File: config.mk
export PLATFORM = sky130hd
export DESIGN_NAME = dm_readback
export DESIGN_NICKNAME = d
export VERILOG_FILES = /design/src/rtl/dm_readback_pkg.sv /design/src/rtl/rb_fifo.sv /design/src/rtl/dm_readback.sv
export SDC_FILE = /design/constraint.sdc
export NUM_CORES = 1
export LEC_CHECK = 0
export CAP_MARGIN = 0
export CORE_AREA = 2 2 100 102
export CTS_BUF_LIST = sky130_fd_sc_hd__clkbuf_4
export DETAILED_ROUTE_END_ITERATION = 10
export DIE_AREA = 0 0 102 104
export PLACE_DENSITY = 0.84
export SLEW_MARGIN = 40
export SYNTH_ARGS = -nofsm -noshare
export SYNTH_HDL_FRONTEND = slang
export SYNTH_SLANG_ARGS = --single-unit
File: constraint.sdc
create_clock -name clk -period 3.3 [get_ports clk]
set_input_delay 0.495 -clock clk [delete_from_list [all_inputs] [get_ports clk]]
set_output_delay 0.495 -clock clk [all_outputs]
set_load 0.1 [all_outputs]
File: src/rtl/dm_readback_pkg.sv
// Shared types and default widths for the data-memory read-out engine.
package dm_readback_pkg;

   localparam int DEF_ADDR_W = 16;
   localparam int DEF_DATA_W = 16;

   typedef enum logic [1:0] {
      ST_IDLE,
      ST_RUN,
      ST_DRAIN,
      ST_FINISH
   } state_t;

endpackage

File: src/rtl/rb_fifo.sv
// Small synchronous FIFO holding read-back words plus their last tag.
module rb_fifo #(
   parameter int WIDTH = 17,
   parameter int DEPTH = 4
) (
   input  logic                     clk,
   input  logic                     rst,
   input  logic                     push,
   input  logic [WIDTH-1:0]         push_data,
   input  logic                     pop,
   output logic [WIDTH-1:0]         head,
   output logic [$clog2(DEPTH):0]   count,
   output logic                     empty
);

   localparam int PW = $clog2(DEPTH);
   localparam int CW = PW + 1;

   logic [WIDTH-1:0] mem [DEPTH];
   logic [PW-1:0]    wr_ptr;
   logic [PW-1:0]    rd_ptr;

   // NOTE: the storage array has no reset; only pointers and count need one,
   // and an unreset array maps onto plain RAM or flops without reset fan-out.
   always_ff @(posedge clk) begin
      if (push) mem[wr_ptr] <= push_data;
   end

   // Pointers wrap naturally because DEPTH is a power of two.
   always_ff @(posedge clk) begin
      if (rst) begin
         wr_ptr <= '0;
         rd_ptr <= '0;
         count  <= '0;
      end else begin
         if (push) wr_ptr <= wr_ptr + PW'(1);
         if (pop)  rd_ptr <= rd_ptr + PW'(1);
         count <= count + CW'(push) - CW'(pop);
      end
   end

   assign head  = mem[rd_ptr];
   assign empty = (count == '0);

endmodule

File: src/rtl/dm_readback.sv
// Streams a contiguous block of DRAM words to the host over a valid/ready
// stream, throttling reads so the output buffer can never overflow.
module dm_readback
   import dm_readback_pkg::*;
#(
   parameter int ADDR_W     = DEF_ADDR_W,
   parameter int DATA_W     = DEF_DATA_W,
   parameter int FIFO_DEPTH = 4
) (
   input  logic              clk,
   input  logic              rst,
   input  logic              start,
   input  logic [ADDR_W-1:0] base_addr,
   input  logic [ADDR_W-1:0] length,
   output logic [ADDR_W-1:0] dm_addr,
   output logic              dm_rd_active,
   input  logic [DATA_W-1:0] dm_data,
   output logic [DATA_W-1:0] out_data,
   output logic              out_valid,
   input  logic              out_ready,
   output logic              out_last,
   output logic              busy,
   output logic              done
);

   localparam int CW = $clog2(FIFO_DEPTH) + 1;

   state_t            state;
   state_t            state_next;
   logic [ADDR_W-1:0] remaining;
   logic              inflight;
   logic              inflight_last;
   logic              issue;
   logic              pop;
   logic              last_xfer;
   logic              accept;
   logic [CW-1:0]     fifo_count;
   logic              fifo_empty;
   logic [DATA_W:0]   head;
   logic [CW:0]       pending;

   rb_fifo #(
      .WIDTH (DATA_W + 1),
      .DEPTH (FIFO_DEPTH)
   ) u_fifo (
      .clk       (clk),
      .rst       (rst),
      .push      (inflight),
      .push_data ({inflight_last, dm_data}),
      .pop       (pop),
      .head      (head),
      .count     (fifo_count),
      .empty     (fifo_empty)
   );

   // dm_addr doubles as the address counter: its current value is the read
   // issued this cycle, and it advances on the following edge.
   assign pending   = {1'b0, fifo_count} + (CW+1)'(inflight);
   assign issue     = (state == ST_RUN) && (pending < (CW+1)'(FIFO_DEPTH));
   assign accept    = (state == ST_IDLE) && start && (length != '0);
   assign out_valid = !fifo_empty;
   assign pop       = out_valid && out_ready;
   assign last_xfer = pop && head[DATA_W];
   assign out_data  = out_valid ? head[DATA_W-1:0] : '0;
   assign out_last  = out_valid && head[DATA_W];

   // NOTE: every signal written here gets a default first, so no path through
   // the case statement can leave one unassigned and infer a latch.
   always_comb begin
      state_next = state;
      unique case (state)
         ST_IDLE: begin
            if (start) state_next = (length != '0) ? ST_RUN : ST_FINISH;
         end
         ST_RUN: begin
            if (issue && (remaining == ADDR_W'(1))) state_next = ST_DRAIN;
         end
         ST_DRAIN: begin
            if (last_xfer) state_next = ST_FINISH;
         end
         ST_FINISH: state_next = ST_IDLE;
         default:   state_next = ST_IDLE;
      endcase
   end

   // NOTE: sequential state uses non-blocking assignments so every register
   // samples the pre-edge values regardless of statement order.
   always_ff @(posedge clk) begin
      if (rst) begin
         state         <= ST_IDLE;
         dm_addr       <= '0;
         remaining     <= '0;
         inflight      <= 1'b0;
         inflight_last <= 1'b0;
      end else begin
         state         <= state_next;
         inflight      <= issue;
         inflight_last <= issue && (remaining == ADDR_W'(1));
         if (accept) begin
            dm_addr   <= base_addr;
            remaining <= length;
         end else if (issue) begin
            dm_addr   <= dm_addr + ADDR_W'(1);
            remaining <= remaining - ADDR_W'(1);
         end
      end
   end

   // busy drops together with the done pulse, so FINISH counts as not busy.
   assign busy         = (state == ST_RUN) || (state == ST_DRAIN);
   assign dm_rd_active = busy;
   assign done         = (state == ST_FINISH);

endmodule
==> impl_metrics.env, run 1 <==
export IMPL_status="completed"
export IMPL_critPathMaxStageDelay_ps=660
export IMPL_synthesis_nets=473
export IMPL_cp_num_buf_inv=1
export IMPL_cp_end_kind="flip-flop"
export IMPL_worst_path_max_delay_cell="or3_1"
export IMPL_synth_adder_area_share_pct=4.08
export IMPL_ys_seq_area_share_pct=57.7
export IMPL_rr_worst_depth=8
export IMPL_dieArea_um2=10600
export IMPL_final_nets=561
export IMPL_synthXorXnorAreaFrac_pct=3.95
export IMPL_critical_path_required_ps=3650
export IMPL_layout_common_cells="edfxtp_1 (68), clkdlybuf4s50_1 (51), dfxtp_1 (44)"
export IMPL_core_area_um2=9550
export IMPL_rsz0062_at_grt="no"
export IMPL_cts_tree="done"
export IMPL_rows=36
export IMPL_wirelength_um=10400
export IMPL_cts_resized=0
export IMPL_finalSetupViolations=0
export IMPL_grt_pass1_vias=3497
export IMPL_path_common_cell="ha_1"
export IMPL_fin_setup_tns_ps=0
export IMPL_synth_edf_count=68
export IMPL_start_util_pct=53.4
export IMPL_cp_start_kind="flip-flop"
export IMPL_fin_crit_ps=2650
export IMPL_reg2reg_slack_ps=650
export IMPL_postSynthCellCount=405
export IMPL_grt_pass1_wl_um=17100
export IMPL_synth_mux_area_share_pct=7.91
export IMPL_fp_dieW_um=102
export IMPL_diodes=0
export IMPL_cp_max_fo=19
export IMPL_hold_ws_ps=510
export IMPL_ys_ff_latch=113
export IMPL_io_pins=89
export IMPL_fp_dieH_um=104
export IMPL_area_growth_syn_to_layout_pct=22.4
export IMPL_hold_depth=2
export IMPL_hpwl_um=7230
export IMPL_n_fill_cell=730
export IMPL_startpoint="u_fifo.count[1]"
export IMPL_clockBufferDepth=2
export IMPL_yosysWarnings=0
export IMPL_tightest_slew_ps=774
export IMPL_antenna_found_initial=0
export IMPL_power_mw=5.94
export IMPL_hold_path_startpoint="remaining[14]"
export IMPL_seq_area_um2=2940
export IMPL_avgSynthCellArea_um2=12.6
export IMPL_post_cts_buffers=0
export IMPL_htreeDepth=4
export IMPL_synth_top_family_by_area="simple AND/OR/NAND/NOR gates"
export IMPL_leakagePower_nw=2.20
export IMPL_clkTransAtPathRegs_ps=120
export IMPL_max_cap_viol_count=0
export IMPL_relSlewSlack_pct=48.2
export IMPL_grt_use_total_pct=20.8
export IMPL_gp_congestion=0.811
export IMPL_async_flop_share_pct=0
export IMPL_r2r_end="u_fifo.count[2]"
export IMPL_finalCritPeriodShare_pct=80.3
export IMPL_dr_pass1_iters=4
export IMPL_clock_sinks=113
export IMPL_drv_slew=0
export IMPL_grt_max_degree=29
export IMPL_ys_flop_type="edfxtp_1"
export IMPL_layout_commonest_cell="edfxtp_1"
export IMPL_grt_overflow=0
export IMPL_crit_arrival_ps=3000
export IMPL_max_freq_mhz=377
export IMPL_clock_root_buffer="clkbuf_4"
export IMPL_io_buffer_count=88
export IMPL_ir_drop_mv=0.610
export IMPL_drive_above_1_share_pct=20.4
export IMPL_synth_compound_area_share_pct=7.56
export IMPL_design_area_um2=6240
export IMPL_placed_area_um2=5970
export IMPL_clock_latency_ps=510
export IMPL_drtIter0Drc=177
export IMPL_multi_input_area_um2=2010
export IMPL_clock_skew_ps=24.9
export IMPL_crit_type="reg -> reg"
export IMPL_path_delay_family="simple AND/OR/NAND/NOR gates"
export IMPL_finalHoldViolCount=0
export IMPL_dr_total_vias=3517
export IMPL_postRouteAntennaNets=0
export IMPL_cts_buffers=17
export IMPL_yosysUniqueCellTypes=46
export IMPL_vias_per_cell=5.50
export IMPL_drc=0
export IMPL_path_cells="or3_1 > and2_0 > ha_1 > inv_1 > ha_1 > fa_1 > xor2_1 > nor2_1"
export IMPL_hp_class="reg -> reg"
export IMPL_powerDensity_nw_per_um2=952
export IMPL_r2r_start="u_fifo.count[1]"
export IMPL_syn_area_um2=5100
export IMPL_hold_end="remaining[14]"
export IMPL_synth_simple_gate_area_share_pct=15.5
export IMPL_cts_hold_buf=0
export IMPL_post_drt_wl_per_cell_um=16.2
==> per-stage QoR <==
| step | util, % | std cells | worst slack, ps |
|---|---|---|---|
| 4_1_cts | 65.3 | 639 | 496 |
| 6_report | 65.3 | 639 | 650 |
| 3_5_place_dp | 62.6 | 607 | 577 |
| 5_1_grt | 65.3 | 639 | 496 |
| 3_3_place_gp | 63.2 | 606 | 741 |
| 2_1_floorplan | - | 405 | 287 |
==> registers in the layout, summed over array words and instances (netlist names), named ones only <==
name	count
u_fifo.count	3
u_fifo.wr_ptr	2
remaining	16
inflight	1
dm_addr	16
u_fifo.mem	68
inflight_last	1
u_fifo.rd_ptr	2
state	2
==> per-layer routing <==
layer	track usage [%]	wire length, µm	vias to the layer above
met2	34.6	5270	137
met3	5.38	608	14
met1	26.6	4350	1666
li1	-	-	1700
met4	6.57	128	0
met5	0	0	-
==> synth_stat cells (all sizes together), types with 2 or more instances <==
cell type / count / area (µm²)
o21ai: 8 / 40.0
nor3: 6 / 30.0
nand2b: 2 / 12.5
mux2i: 2 / 20.0
dfxtp: 45 / 901
and2: 27 / 169
a211oi: 19 / 143
nand4: 15 / 93.8
and3: 3 / 18.8
nand3: 11 / 65.1
clkbuf: 16 / 60.1
buf: 9 / 55.0
nor2: 41 / 154
and4: 2 / 17.5
inv: 13 / 48.8
nand2: 13 / 51.3
mux4: 17 / 383
o31ai: 3 / 22.5
edfxtp: 68 / 2040
a21oi: 2 / 10.0
o211ai: 3 / 27.5
ha: 15 / 188
a311oi: 12 / 105
nor2b: 4 / 25.0
xnor2: 5 / 43.8
or3b: 2 / 17.5
xor2: 18 / 158
or3: 10 / 62.6
nor4: 6 / 52.6
==> worst register-to-register path: cells and delay by family, from the launching register on <==
kind / cells / cell delay [ps]
and+or+nand+nor: 3 / 1060
adders and majority gates: 3 / 890
DFF: 1 / 360
xor gates and xnor gates: 1 / 170
buffers and inverters: 1 / 50
==> logic make-up (layout without fill, tap and decap cells) <==
kind of cell,count (synthesis),in the layout
and+or+nand+nor,145,145
DFF,113,113
AOI/OAI and AO/OA,51,51
buffers and inverters,38,139
xor gates and xnor gates,23,23
muxes,19,19
adders and majority gates,16,16
==> power breakdown <==
| group | switching, mW | leakage, nW | internal [mW] |
|---|---|---|---|
| combinational | 2.25 | 1.08 | 0.838 |
| sequential | 0.204 | 0.987 | 1.71 |
| clock | 0.554 | 0.133 | 0.380 |
| total | 3.01 | 2.20 | 2.93 |
==> worst max path at each step <==
stage / slack (ps) / depth (start not counted) / endpoint
global route: 500 / 8 / u_fifo.count[2]
detailed placement: 580 / 7 / remaining[3]
CTS: 500 / 3 / out_last
finish: 650 / 8 / u_fifo.count[2]
floorplan: 290 / 4 / out_data[10]
global placement: 740 / 8 / u_fifo.count[2]
==> layout make-up <==
| cell class | count | share of cell area (%) |
|---|---|---|
| well taps | 133 | 2.67 |
| multi-input cells | 254 | 32.2 |
| inverters | 13 | 0.782 |
| repair buffers | 94 | 13.0 |
| clock buffers | 17 | 2.05 |
| flip-flops and latches | 113 | 47.2 |
| clock inverters | 15 | 2.17 |
Note: power is estimated with default switching activity, not from simulation.
==> run 2: changes to the inputs <==
- clock period: 3.3 -> 2.5 ns (I/O delays scaled with it)
==> run 2 against run 1 <==
Register-to-register slack got worse by 420 ps. Clock-buffer cell count rose by 4. Largest power group unchanged. Highest routed layer unchanged. First-iteration DRC count down 17%. Largest cell class unchanged. Setup slack worse by 550 ps. Clock power up 43%.
==> impl_metrics.env, run 2 (synthesized netlist as in run 1, its figures left out) <==
export IMPL_reg_top3="u_fifo.mem x68, dm_addr x16, remaining x16"
export IMPL_vias_per_cell=5.53
export IMPL_path_cells="buf_4 > mux4_2 > and2_1 > buf_12"
export IMPL_post_route_util_pct=68.7
export IMPL_tightest_slew_ps=551
export IMPL_worst_path_max_delay_cell="mux4_2"
export IMPL_power_mw=8.52
export IMPL_clkTransAtPathRegs_ps=90
export IMPL_fin_crit_ps=2400
export IMPL_cts_buffers=17
export IMPL_max_cap_viol_count=0
export IMPL_clockBufferDepth=2
export IMPL_io_buffer_count=88
export IMPL_grt_max_degree=64
export IMPL_layout_commonest_cell="edfxtp_1"
export IMPL_start_util_pct=53.4
export IMPL_clock_sinks=113
export IMPL_grt_use_met2_pct=35.2
export IMPL_post_cts_buffers=0
export IMPL_cts_tree="done"
export IMPL_cts_resized=0
export IMPL_finalHoldViolCount=0
export IMPL_wirelength_um=10700
export IMPL_crit_type="reg -> out"
export IMPL_status="completed"
export IMPL_finalCritPeriodShare_pct=96.1
export IMPL_grt_overflow=0
export IMPL_cp_max_fo=8
export IMPL_drc=0
export IMPL_drtIter0Drc=147
export IMPL_clock_root_buffer="clkbuf_4"
export IMPL_hp_class="in -> reg"
export IMPL_layout_common_cells="edfxtp_1 (68), clkdlybuf4s50_1 (51), dfxtp_1 (45)"
export IMPL_dr_pass1_iters=4
export IMPL_hpwl_um=7540
export IMPL_grtUsageMet1_pct=26.0
export IMPL_ir_drop_mv=0.903
export IMPL_powerDensity_nw_per_um2=1300
export IMPL_gp_congestion=0.859
export IMPL_drive_above_1_share_pct=20.5
export IMPL_cts_hold_buf=0
export IMPL_htreeDepth=4
export IMPL_largest_register="u_fifo.mem"
export IMPL_diodes=0
export IMPL_grt_pass1_vias=3668
export IMPL_clock_skew_ps=14.1
export IMPL_max_freq_mhz=416
export IMPL_antenna_found_initial=0
export IMPL_final_nets=571
export IMPL_post_drt_wl_per_cell_um=16.5
export IMPL_io_pins=89
export IMPL_finalSetupViolations=0
export IMPL_relSlewSlack_pct=63.2
export IMPL_rsz0062_at_grt="yes"
export IMPL_cp_start_kind="flip-flop"
export IMPL_critPathMaxStageDelay_ps=560
export IMPL_clock_latency_ps=510
export IMPL_rows=36
export IMPL_area_growth_syn_to_layout_pct=28.7
export IMPL_dieArea_um2=10600
export IMPL_top_usage_layer="met2"
export IMPL_dr_total_vias=3573
export IMPL_largest_reg_flops=68
export IMPL_grt_use_total_pct=21.2
export IMPL_fp_dieH_um=104
export IMPL_drv_slew=0
export IMPL_grt_pass1_wl_um=17300
export IMPL_fp_dieW_um=102
export IMPL_gr_usage_met3_pct=6.59
export IMPL_leakagePower_nw=2.33
export IMPL_core_area_um2=9550
export IMPL_postRouteAntennaNets=0
export IMPL_hold_ws_ps=456
export IMPL_cp_end_kind="output port"
export IMPL_crit_arrival_ps=2030
export IMPL_critical_path_required_ps=2120
## run 2: metal layers
metal	wire [µm]	vias to the layer above	share of wire (%)
met3	564	9	5.3
met5	0	-	0
li1	-	1717	-
met4	104	0	0.98
met2	5530	112	52
met1	4470	1735	42
## run 2: metrics by stage
step	worst slack, ps	setup TNS (ps)	instances	instance area, µm²
floorplan	53.9	0	405	5100
global placement	315	0	617	6290
detailed placement	184	0	617	6290
CTS	29.3	0	646	6560
global route	-7.27	-7.27	646	6560
finish	97.4	0	646	6560
## run 2: power breakdown
group	switching [mW]	internal, mW
clock	0.630	0.712
sequential	0.254	2.26
combinational	3.09	1.58
total	3.97	4.55
## run 2: layout make-up
| type | instances | area, µm² |
|---|---|---|
| timing repair buffer | 104 | 1130 |
| inverter | 13 | 48.8 |
| clock buffer | 21 | 158 |
| fill | 699 | 2990 |
| multi-input combinational | 254 | 1990 |
| tap | 133 | 166 |
| clock inverter | 8 | 115 |
| sequential | 113 | 2940 |
## run 2: final timing paths
check             cells past startpoint            start  slack, ps                end
setup / recovery                      4        flip-flop        100           out_last
hold / removal                        3     base_addr[4]        460         dm_addr[4]
setup reg to reg                      6  u_fifo.count[1]        230        dm_addr[13]
hold reg to reg                       0    inflight_last        510  u_fifo.mem[3][16]
## run 2: critical path: cells and delay by family (launching register included)
kind	cells	cell delay [ps]
buffers and inverters	2	390
DFF	1	360
muxes	1	560
and+or+nand+nor	1	220
